===== config.mk =====
export PLATFORM = sky130hd
export DESIGN_NAME = ps2_rx_fifo_flat
export DESIGN_NICKNAME = d
export VERILOG_FILES = /design/src/rtl/ps2_rx_fifo_pkg.sv /design/src/rtl/ps2_rx_fifo_if.sv /design/src/rtl/ps2_clk_filter.sv /design/src/rtl/ps2_rx_fifo.sv /design/src/flat_wrapper.sv
export SDC_FILE = /design/constraint.sdc
export NUM_CORES = 1
export LEC_CHECK = 0
export BUFFER_PORTS_ARGS = -buffer_cell sky130_fd_sc_hd__buf_2
export CAP_MARGIN = 0
export CORE_ASPECT_RATIO = 0.75
export CORE_MARGIN = 3
export CORE_UTILIZATION = 60
export DETAILED_ROUTE_END_ITERATION = 16
export PLACE_DENSITY = 0.82
export SYNTH_ARGS = -nofsm -noshare
export SYNTH_HDL_FRONTEND = slang
export SYNTH_SLANG_ARGS = --single-unit
export TNS_END_PERCENT = 5

===== constraint.sdc =====
create_clock -name clk -period 7.18 [get_ports clk]
set_input_delay 0.718 -clock clk [delete_from_list [all_inputs] [get_ports clk]]
set_output_delay 0.718 -clock clk [all_outputs]
set_load 0.02 [all_outputs]

===== src/rtl/ps2_rx_fifo_pkg.sv =====
// Shared types and frame constants for the PS/2 receiver.
package ps2_pkg;
    typedef enum logic [1:0] {IDLE, DATA, CHECK} state_t;

    localparam int PS2_FRAME_BITS = 11;
    localparam int PS2_DATA_BITS  = 8;
endpackage


===== src/rtl/ps2_rx_fifo_if.sv =====
// Consumer-side bus of the PS/2 receiver: FIFO read port, status and error pulses.
interface ps2_rx_fifo_if
    import ps2_pkg::*;
#(
    parameter int FIFO_DEPTH = 4
);
    logic                          rd_en;
    logic [PS2_DATA_BITS-1:0]      dout;
    logic                          valid;
    logic [$clog2(FIFO_DEPTH):0]   count;
    logic                          parity_err;
    logic                          frame_err;
    logic                          overrun;
    logic                          busy;

    modport master (
        input  rd_en,
        output dout, valid, count, parity_err, frame_err, overrun, busy
    );

    modport slave (
        output rd_en,
        input  dout, valid, count, parity_err, frame_err, overrun, busy
    );
endinterface


===== src/rtl/ps2_clk_filter.sv =====
// Synchronises ps2c/ps2d and debounces ps2c; emits a registered falling-edge pulse.
module ps2_clk_filter #(
    parameter int FILTER_LEN = 8
) (
    input  logic clk,
    input  logic reset,
    input  logic i_ps2c,
    input  logic i_ps2d,
    output logic o_ps2d_s,
    output logic o_fall_edge
);
    logic [1:0]            r_c_sync;
    logic [1:0]            r_d_sync;
    logic [FILTER_LEN-1:0] r_filt_sr;
    logic                  r_filt;
    logic                  r_fall;
    logic                  w_filt_nxt;

    // Filtered clock only moves once the whole window agrees.
    always_comb begin
        w_filt_nxt = r_filt;
        if (&r_filt_sr)
            w_filt_nxt = 1'b1;
        else if (~|r_filt_sr)
            w_filt_nxt = 1'b0;
    end

    always_ff @(posedge clk or posedge reset) begin
        if (reset) begin
            r_c_sync  <= '1;
            r_d_sync  <= '1;
            r_filt_sr <= '1;
            r_filt    <= 1'b1;
            r_fall    <= 1'b0;
        end else begin
            r_c_sync  <= {r_c_sync[0], i_ps2c};
            r_d_sync  <= {r_d_sync[0], i_ps2d};
            r_filt_sr <= {r_filt_sr[FILTER_LEN-2:0], r_c_sync[1]};
            r_filt    <= w_filt_nxt;
            r_fall    <= r_filt & ~w_filt_nxt;
        end
    end

    assign o_ps2d_s    = r_d_sync[1];
    assign o_fall_edge = r_fall;
endmodule


===== src/rtl/ps2_rx_fifo.sv =====
// PS/2 device-to-host receiver with frame checking and a first-word-fall-through byte FIFO.
// Define PS2_RX_TIMEOUT_EN to abort frames that stall for TIMEOUT_CYC cycles.
module ps2_rx_fifo
    import ps2_pkg::*;
#(
    parameter int FILTER_LEN  = 8,
    parameter int FIFO_DEPTH  = 4,
    parameter int TIMEOUT_CYC = 100000
) (
    input  logic          clk,
    input  logic          reset,
    input  logic          ps2c,
    input  logic          ps2d,
    input  logic          rx_en,
    ps2_rx_fifo_if.master bus
);
    localparam int AW = $clog2(FIFO_DEPTH);
    localparam int CW = AW + 1;
    localparam int SW = PS2_FRAME_BITS - 1;

    logic                     w_ps2d_s;
    logic                     w_fall;
    state_t                   r_state, w_state_nxt;
    logic [3:0]               r_bit_cnt, w_bit_cnt_nxt;
    logic [SW-1:0]            r_shreg, w_shreg_nxt;
    logic                     r_pe, r_fe, r_ov;
    logic                     w_pe_nxt, w_fe_nxt, w_ov_nxt;
    logic                     w_push, w_pop, w_full;
    logic [PS2_DATA_BITS-1:0] r_mem [FIFO_DEPTH];
    logic [AW-1:0]            r_wptr, r_rptr;
    logic [CW-1:0]            r_count;

    ps2_clk_filter #(.FILTER_LEN(FILTER_LEN)) u_filter (
        .clk         (clk),
        .reset       (reset),
        .i_ps2c      (ps2c),
        .i_ps2d      (ps2d),
        .o_ps2d_s    (w_ps2d_s),
        .o_fall_edge (w_fall)
    );

    assign w_full = (r_count == CW'(FIFO_DEPTH));
    assign w_pop  = bus.rd_en && (r_count != '0);

`ifdef PS2_RX_TIMEOUT_EN
    localparam int TO_W = $clog2(TIMEOUT_CYC);
    logic [TO_W-1:0] r_to_cnt, w_to_cnt_nxt;
    logic            w_to_hit;

    assign w_to_hit = (r_to_cnt == TO_W'(TIMEOUT_CYC - 1));

    always_comb begin
        w_to_cnt_nxt = '0;
        if (r_state == DATA && !w_fall && !w_to_hit)
            w_to_cnt_nxt = r_to_cnt + 1'b1;
    end

    always_ff @(posedge clk or posedge reset) begin
        if (reset) r_to_cnt <= '0;
        else       r_to_cnt <= w_to_cnt_nxt;
    end
`endif

    always_comb begin
        w_state_nxt   = r_state;
        w_bit_cnt_nxt = r_bit_cnt;
        w_shreg_nxt   = r_shreg;
        w_push        = 1'b0;
        w_pe_nxt      = 1'b0;
        w_fe_nxt      = 1'b0;
        w_ov_nxt      = 1'b0;
        case (r_state)
            IDLE: begin
                if (w_fall && rx_en && !w_ps2d_s) begin
                    w_state_nxt   = DATA;
                    w_bit_cnt_nxt = '0;
                end
            end
            DATA: begin
                if (w_fall) begin
                    w_shreg_nxt   = {w_ps2d_s, r_shreg[SW-1:1]};
                    w_bit_cnt_nxt = r_bit_cnt + 4'd1;
                    if (r_bit_cnt == 4'd9)
                        w_state_nxt = CHECK;
                end
`ifdef PS2_RX_TIMEOUT_EN
                else if (w_to_hit) begin
                    w_state_nxt = IDLE;
                    w_shreg_nxt = '0;
                    w_fe_nxt    = 1'b1;
                end
`endif
            end
            CHECK: begin
                // shreg holds {stop, parity, data[7:0]}; odd parity means XOR of all nine is 1.
                w_state_nxt = IDLE;
                if (!r_shreg[SW-1])
                    w_fe_nxt = 1'b1;
                else if (!(^r_shreg[SW-2:0]))
                    w_pe_nxt = 1'b1;
                else if (w_full && !bus.rd_en)
                    w_ov_nxt = 1'b1;
                else
                    w_push = 1'b1;
            end
            default: w_state_nxt = IDLE;
        endcase
    end

    always_ff @(posedge clk or posedge reset) begin
        if (reset) begin
            r_state   <= IDLE;
            r_bit_cnt <= '0;
            r_shreg   <= '0;
            r_pe      <= 1'b0;
            r_fe      <= 1'b0;
            r_ov      <= 1'b0;
        end else begin
            r_state   <= w_state_nxt;
            r_bit_cnt <= w_bit_cnt_nxt;
            r_shreg   <= w_shreg_nxt;
            r_pe      <= w_pe_nxt;
            r_fe      <= w_fe_nxt;
            r_ov      <= w_ov_nxt;
        end
    end

    // Pointers wrap naturally because FIFO_DEPTH is a power of two.
    always_ff @(posedge clk or posedge reset) begin
        if (reset) begin
            for (int i = 0; i < FIFO_DEPTH; i++)
                r_mem[i] <= '0;
            r_wptr  <= '0;
            r_rptr  <= '0;
            r_count <= '0;
        end else begin
            if (w_push) begin
                r_mem[r_wptr] <= r_shreg[PS2_DATA_BITS-1:0];
                r_wptr        <= r_wptr + 1'b1;
            end
            if (w_pop)
                r_rptr <= r_rptr + 1'b1;
            case ({w_push, w_pop})
                2'b10:   r_count <= r_count + 1'b1;
                2'b01:   r_count <= r_count - 1'b1;
                default: r_count <= r_count;
            endcase
        end
    end

    assign bus.dout       = r_mem[r_rptr];
    assign bus.valid      = (r_count != '0);
    assign bus.count      = r_count;
    assign bus.parity_err = r_pe;
    assign bus.frame_err  = r_fe;
    assign bus.overrun    = r_ov;
    assign bus.busy       = (r_state != IDLE);
endmodule


===== src/flat_wrapper.sv =====
// flat-port wrapper written by rule: the top's interface ports become plain ports
module ps2_rx_fifo_flat import ps2_pkg::*;
#(
    parameter int FILTER_LEN  = 8,
    parameter int FIFO_DEPTH  = 4,
    parameter int TIMEOUT_CYC = 100000
)
  (clk, reset, ps2c, ps2d, rx_en, bus_rd_en, bus_dout, bus_valid, bus_count, bus_parity_err, bus_frame_err, bus_overrun, bus_busy);
  ps2_rx_fifo_if #(.FIFO_DEPTH(FIFO_DEPTH)) bus_i ();
  input  logic clk;
  input  logic reset;
  input  logic ps2c;
  input  logic ps2d;
  input  logic rx_en;
  input wire logic [$bits(bus_i.rd_en)-1:0] bus_rd_en;
  output wire logic [$bits(bus_i.dout)-1:0] bus_dout;
  output wire logic [$bits(bus_i.valid)-1:0] bus_valid;
  output wire logic [$bits(bus_i.count)-1:0] bus_count;
  output wire logic [$bits(bus_i.parity_err)-1:0] bus_parity_err;
  output wire logic [$bits(bus_i.frame_err)-1:0] bus_frame_err;
  output wire logic [$bits(bus_i.overrun)-1:0] bus_overrun;
  output wire logic [$bits(bus_i.busy)-1:0] bus_busy;
  assign bus_i.rd_en = bus_rd_en;
  assign bus_dout = bus_i.dout;
  assign bus_valid = bus_i.valid;
  assign bus_count = bus_i.count;
  assign bus_parity_err = bus_i.parity_err;
  assign bus_frame_err = bus_i.frame_err;
  assign bus_overrun = bus_i.overrun;
  assign bus_busy = bus_i.busy;
  ps2_rx_fifo #(.FILTER_LEN(FILTER_LEN), .FIFO_DEPTH(FIFO_DEPTH), .TIMEOUT_CYC(TIMEOUT_CYC)) u_core (.clk(clk), .reset(reset), .ps2c(ps2c), .ps2d(ps2d), .rx_en(rx_en), .bus(bus_i));
endmodule

Word level (Yosys, flattened, before mapping)
Cells that the tools add are included.
{ "totals": {"register_bits": 72, "word_cells": 86} }
{ "op_classes": {"addsub": 5, "magnitude_cmp": 3, "n_eq_ne": 9, "mux": 29, "n_bitwise": 4, "n_reduce_logical": 18} }
{ "op_table": {"columns": ["op", "n"], "rows": [
  ["$bwmux W32", 1],
  ["$mux W8", 3],
  ["$bmux W8 S2", 1],
  ["$demux W8 S2", 1],
  ["$mux W1", 15],
  ["$reduce_xor A9 Y1", 1],
  ["$mux W4", 2],
  ["$pmux W4 S2", 1],
  ["$reduce_and A8 Y1", 1],
  ["$reduce_or A8 Y1", 1],
  ["$ge A3 B3 Y1 const B", 2],
  ["$mux W2", 3],
  ["$not A2 Y3", 2],
  ["$pmux W3 S2", 1],
  ["$reduce_and A3 Y1", 2],
  ["$reduce_bool A2 Y1", 3],
  ["$logic_and A1 B1 Y1", 5],
  ["$add A2 B1 Y2 const B", 2],
  ["$add A4 B1 Y4 const B", 1],
  ["$eq A2 B1 Y1 const B", 2],
  ["$eq A2 B2 Y1 const B", 2],
  ["$eq A4 B4 Y1 const B", 1],
  ["$ne A2 B1 Y1 const B", 2],
  ["$pmux W2 S2", 1],
  ["other kinds (11)", 12]
]} }

Logic depth before layout (Yosys ltp)
{ "depth": {"word_depth": 8, "ltp_mapped": 10} }

Modules after synthesis
From an unflattened synthesis, not the netlist that was laid out.
{ "unflattened": {"hier_cells": 212, "area_unflattened_um2": 3221.8} }
{ "modules_own_cells": {"columns": ["mod", "instances", "cells_each", "area_per_inst_um2", "seq_area_each_um2"], "rows": [
  ["ps2_rx_fifo", 1, 190, 2795.2, 1451.4],
  ["ps2_clk_filter", 1, 22, 426.7, 366.6]
]} }

Worst setup path before layout
OpenSTA, ideal clock, no wires.
{ "synth_timing": {"kind": "input to register", "startpoint": "input bus_rd_en", "endpoint": "register u_core.r_count[2] (netlist: u_core.bus.count[2])", "t_arrival_ns": 2.756, "setup_slack_ns": 4.344, "path_stages": 10, "path_cell_list": "or4b_2 -> clkbuf_1 -> nand3_1 -> mux2_4 -> ha_1 -> inv_1 -> fa_1 -> xor2_1 -> nor2_1 -> xor2_1"} }
{ "synth_between": {"elab_chain_len": 8, "word_cells_on_any_way": 11} }
{ "synth_rtl": {"columns": ["item", "line", "text"], "rows": [
  ["start: declaration", "flat_wrapper.sv:15", "input wire logic [$bits(bus_i.rd_en)-1:0] bus_rd_en;"],
  ["$logic_not A1 Y1", "ps2_rx_fifo.sv:101", "else if (w_full && !bus.rd_en)"],
  ["$logic_and A1 B1 Y1", "ps2_rx_fifo.sv:101", null],
  ["$mux W1", "ps2_rx_fifo.sv:101", null],
  ["$mux W1", "ps2_rx_fifo.sv:99", "else if (!(^r_shreg[SW-2:0]))"],
  ["$mux W1", "ps2_rx_fifo.sv:97", "if (!r_shreg[SW-1])"],
  ["$mux W1", "ps2_rx_fifo.sv:72", "case (r_state)"],
  ["$eq A2 B1 Y1 or $eq A2 B2 Y1 (tied branches)", "ps2_rx_fifo.sv:143", "case ({w_push, w_pop})"],
  ["$pmux W3 S2 or $reduce_bool A2 Y1 (tied branches)", null, null],
  ["end signal: assignment", "ps2_rx_fifo.sv:144", "2'b10: r_count <= r_count + 1'b1;"],
  ["end signal: assignment", "ps2_rx_fifo.sv:145", "2'b01: r_count <= r_count - 1'b1;"],
  ["end signal: assignment", "ps2_rx_fifo.sv:146", "default: r_count <= r_count;"],
  ["end: declaration", "ps2_rx_fifo.sv:31", "logic [CW-1:0] r_count;"]
]} }
Several ways; a longest one is shown, not always the timed one.
A chain may end at the register's enable or synchronous reset.

Worst setup path after layout
Same ends and word-level chain as after synthesis.

==> out/results.txt <==
Worst-Margin Slew = 0.882 ns
core area = 5040 µm²
critical path's most frequent cell = xor2_1
Worst Min Path Start = u_core.u_filter.r_d_sync[0]
DRC viols = 0
Final WS setup = 4.50 ns
worst min path class = reg2reg
Clock Latency Late Sink = 0.34 ns
Starting Density = 63.7%
clock transition at the registers of the reported paths = 0.07 ns
Slew Viols, Final = 0
Synth Cell Area = 3210 µm²
power per cell area = 248 nW/µm²
total setup buffers inserted after CTS = 0
maxcap violations = 0
sequential fraction of the synthesis area = 56.6%
Async S/R FF share, synth = 100%
CP max stage delay = 0.77 ns
total wire length = 5.34 mm
Clock Skews = 0.00671 ns
Post-synth EDFFs = 0
die width = 90.5 µm
commonest cells in the netlist = dfrtp_1 (59), nand2_1 (34), mux2_2 (32), dfstp_2 (13)
maximum clock insertion buffer count = 2
Final Cycle Share = 37.3%
Area growth syn-to-layout = 11.7%
Crit Path Max Fanout = 11
Post-Layout Cell Count = 336
Layout Nets = 273
Core Rows = 22
VDD IR-drop max = 208 µV
Sum Neg Setup Slack = 0 ns
ant diodes = 0
post-DP HPWL = 3.56 mm
routed via count = 1861
DRT Pass-1 Iters = 4
largest net degree at the start of global routing = 73
RR Startpoint = u_core.bus.count[0]
die area = 6270 µm²
Fillers = 380
min Tclk post-route = 2.68 ns
Post-CTS Hold Buffers = 0
root cell of the clock tree = clkbuf_8
syn_nets = 247
CP Launch Point = bus_rd_en
post-synth top area share = 46.0%
status = finished clean
WL per Instance = 15.9 µm
Final Hold Fails = 0
worst slack, placed = 4.16 ns
number of DRC markers in iteration 0 = 137
Synth Flop Type = dfrtp_1
most frequent cell after synthesis = dfrtp_1
Max Freq = 373 MHz
slowest cell on the critical path = or4b_2
worst path cell trace = buf_2, or4b_2, nand3_1, mux2_4, ha_1, inv_1, fa_1, xor2_1, nor2_1, xor2_1
layout cells sized above 1 = 37.9%
crit path capture type = register
first-pass GRT wire length = 9.20 mm
dpl cells = 320
Ports = 22
library cells used by synthesis = 35
antenna violations before repair = 0
post-route ant nets = 0
Yosys reg bits = 72
CTS tree = built
leakage = 1.74 nW
die extent in y = 69.4 µm
Worst setup SP type = primary input
GPL Wtd Cong = 0.722
number of port buffers = 21
Cells after Synth = 233
vias in the first global route = 1831
Yosys top cell by area = dfrtp_1
max_slew headroom = 41.2%
RSZ-0062 raised after global routing = no
endpoints failing setup = 0
top cells by area, synth = dfrtp_1 (46%), mux2_2 (11%), dfstp_2 (11%), mux4_2 (5.6%), nand2_1 (4.0%)
Syn. warnings = 0
critical path class = in2reg
via/cell ratio = 5.54
Overflow after GRT = 0
utilization after layout = 71.2%
Tot GR Track Use = 19.0%
Critical Path RT = 7.44 ns
Clock Sinks = 72
Worst Path Arrival = 2.94 ns
htree depth = 3
post-cts sizing count = 0
syn_area_per_cell = 13.8 µm²
CTS Buf Count = 9
[kinds of logic (layout without fill, tap and decap cells)]
kind of cell	count (synthesis)	count (layout)	synth area share [%]
AO/OA/AOI/OAI	7	7	1.32
adder cells (fa/ha/maj)	8	8	3.35
AND/OR/NAND/NOR	70	70	10.9
buffers and inverters	15	46	1.75
XOR/XNOR	14	14	5.18
multiplexers	47	47	20.9
flip-flops	72	72	56.6
[stage by stage]
stage / hold WS [ns] / area [µm²] / power [mW]
2_1_floorplan: 0.345 / 3210 / 0.551
3_5_place_dp: 0.347 / 3390 / 0.583
4_1_cts: 0.357 / 3590 / 0.904
5_1_grt: 0.357 / 3590 / 0.935
3_3_place_gp: 0.345 / 3390 / 0.579
6_report: 0.354 / 3590 / 0.890
[flip-flops by register name, summed over array words and instances, names as in the netlist]
register	flops
u_core.u_filter.o_fall_edge	1
u_core.bus.parity_err	1
u_core.u_filter.r_filt	1
u_core.r_mem	32
u_core.u_filter.r_c_sync	2
u_core.bus.count	3
u_core.r_wptr	2
u_core.r_bit_cnt	4
u_core.u_filter.r_d_sync	2
u_core.r_shreg	10
u_core.bus.frame_err	1
u_core.r_state	2
u_core.u_filter.r_filt_sr	8
u_core.r_rptr	2
u_core.bus.overrun	1
[worst max-delay path, delay by kind of cell]
kind	cells	cell delay, ns
xor+xnor	2	0.30
mux	1	0.18
buf+inv	2	0.17
simple gates	3	1.01
fa+ha+maj	2	0.56
[cells in the final DEF (no fill, tap or decap), types with 2 or more instances in the layout]
master / instances
o21ai_0: 3
nand2_1: 34
mux2i_4: 4
clkbuf_1: 2
dfrtp_1: 59
nor2_1: 3
a21oi_1: 2
nand3_1: 6
ha_1: 7
dfstp_2: 13
and2_1: 3
inv_1: 7
mux2_2: 32
buf_2: 21
xor2_1: 5
mux4_2: 8
xnor2_1: 6
mux2_4: 2
or3_1: 3
and3b_1: 2
nand4_1: 8
clkbuf_8: 11
nor3_1: 4
clkinv_2: 2
[report_power, final]
group | leakage, nW | internal, mW | switching (mW) | total [mW]
clock network | 0.103 | 0.179 | 0.139 | 0.318
logic | 0.703 | 0.0511 | 0.0516 | 0.103
registers | 0.930 | 0.428 | 0.0413 | 0.470
[path summary, 6_finish.rpt]
kind                                               endpoint  slack [ns]  cells after the start
worst min-delay path            u_core.u_filter.r_d_sync[1]        0.35                      0
worst max register to register          u_core.bus.count[2]        4.51                      9
worst min register to register  u_core.u_filter.r_d_sync[1]        0.35                      0
worst max-delay path                    u_core.bus.count[2]        4.50                     10
max in group asynchronous                  u_core.r_rptr[1]        5.97                      3
min in group asynchronous               u_core.bus.count[1]        0.63                      3
[per-layer routing]
layer  vias up  share of wire [%]  track usage, %
li1        870                  -               -
met1       951                 48            26.3
met2        34                 47            28.2
met3         6                3.9            7.16
met4         0                1.0            5.60
met5         -                  0               0
[cell type report]
| cell class | count | area [µm²] | share of cell area [%] |
|---|---|---|---|
| timing repair buffer | 22 | 113 | 3.14 |
| clock buffer | 13 | 159 | 4.43 |
| sequential | 72 | 1820 | 50.7 |
| tap | 72 | 90.1 | 2.51 |
| clock inverter | 3 | 40.0 | 1.12 |
| multi-input combinational | 146 | 1340 | 37.3 |
| inverter | 8 | 30.0 | 0.837 |
(Power assumes the default switching activity.)
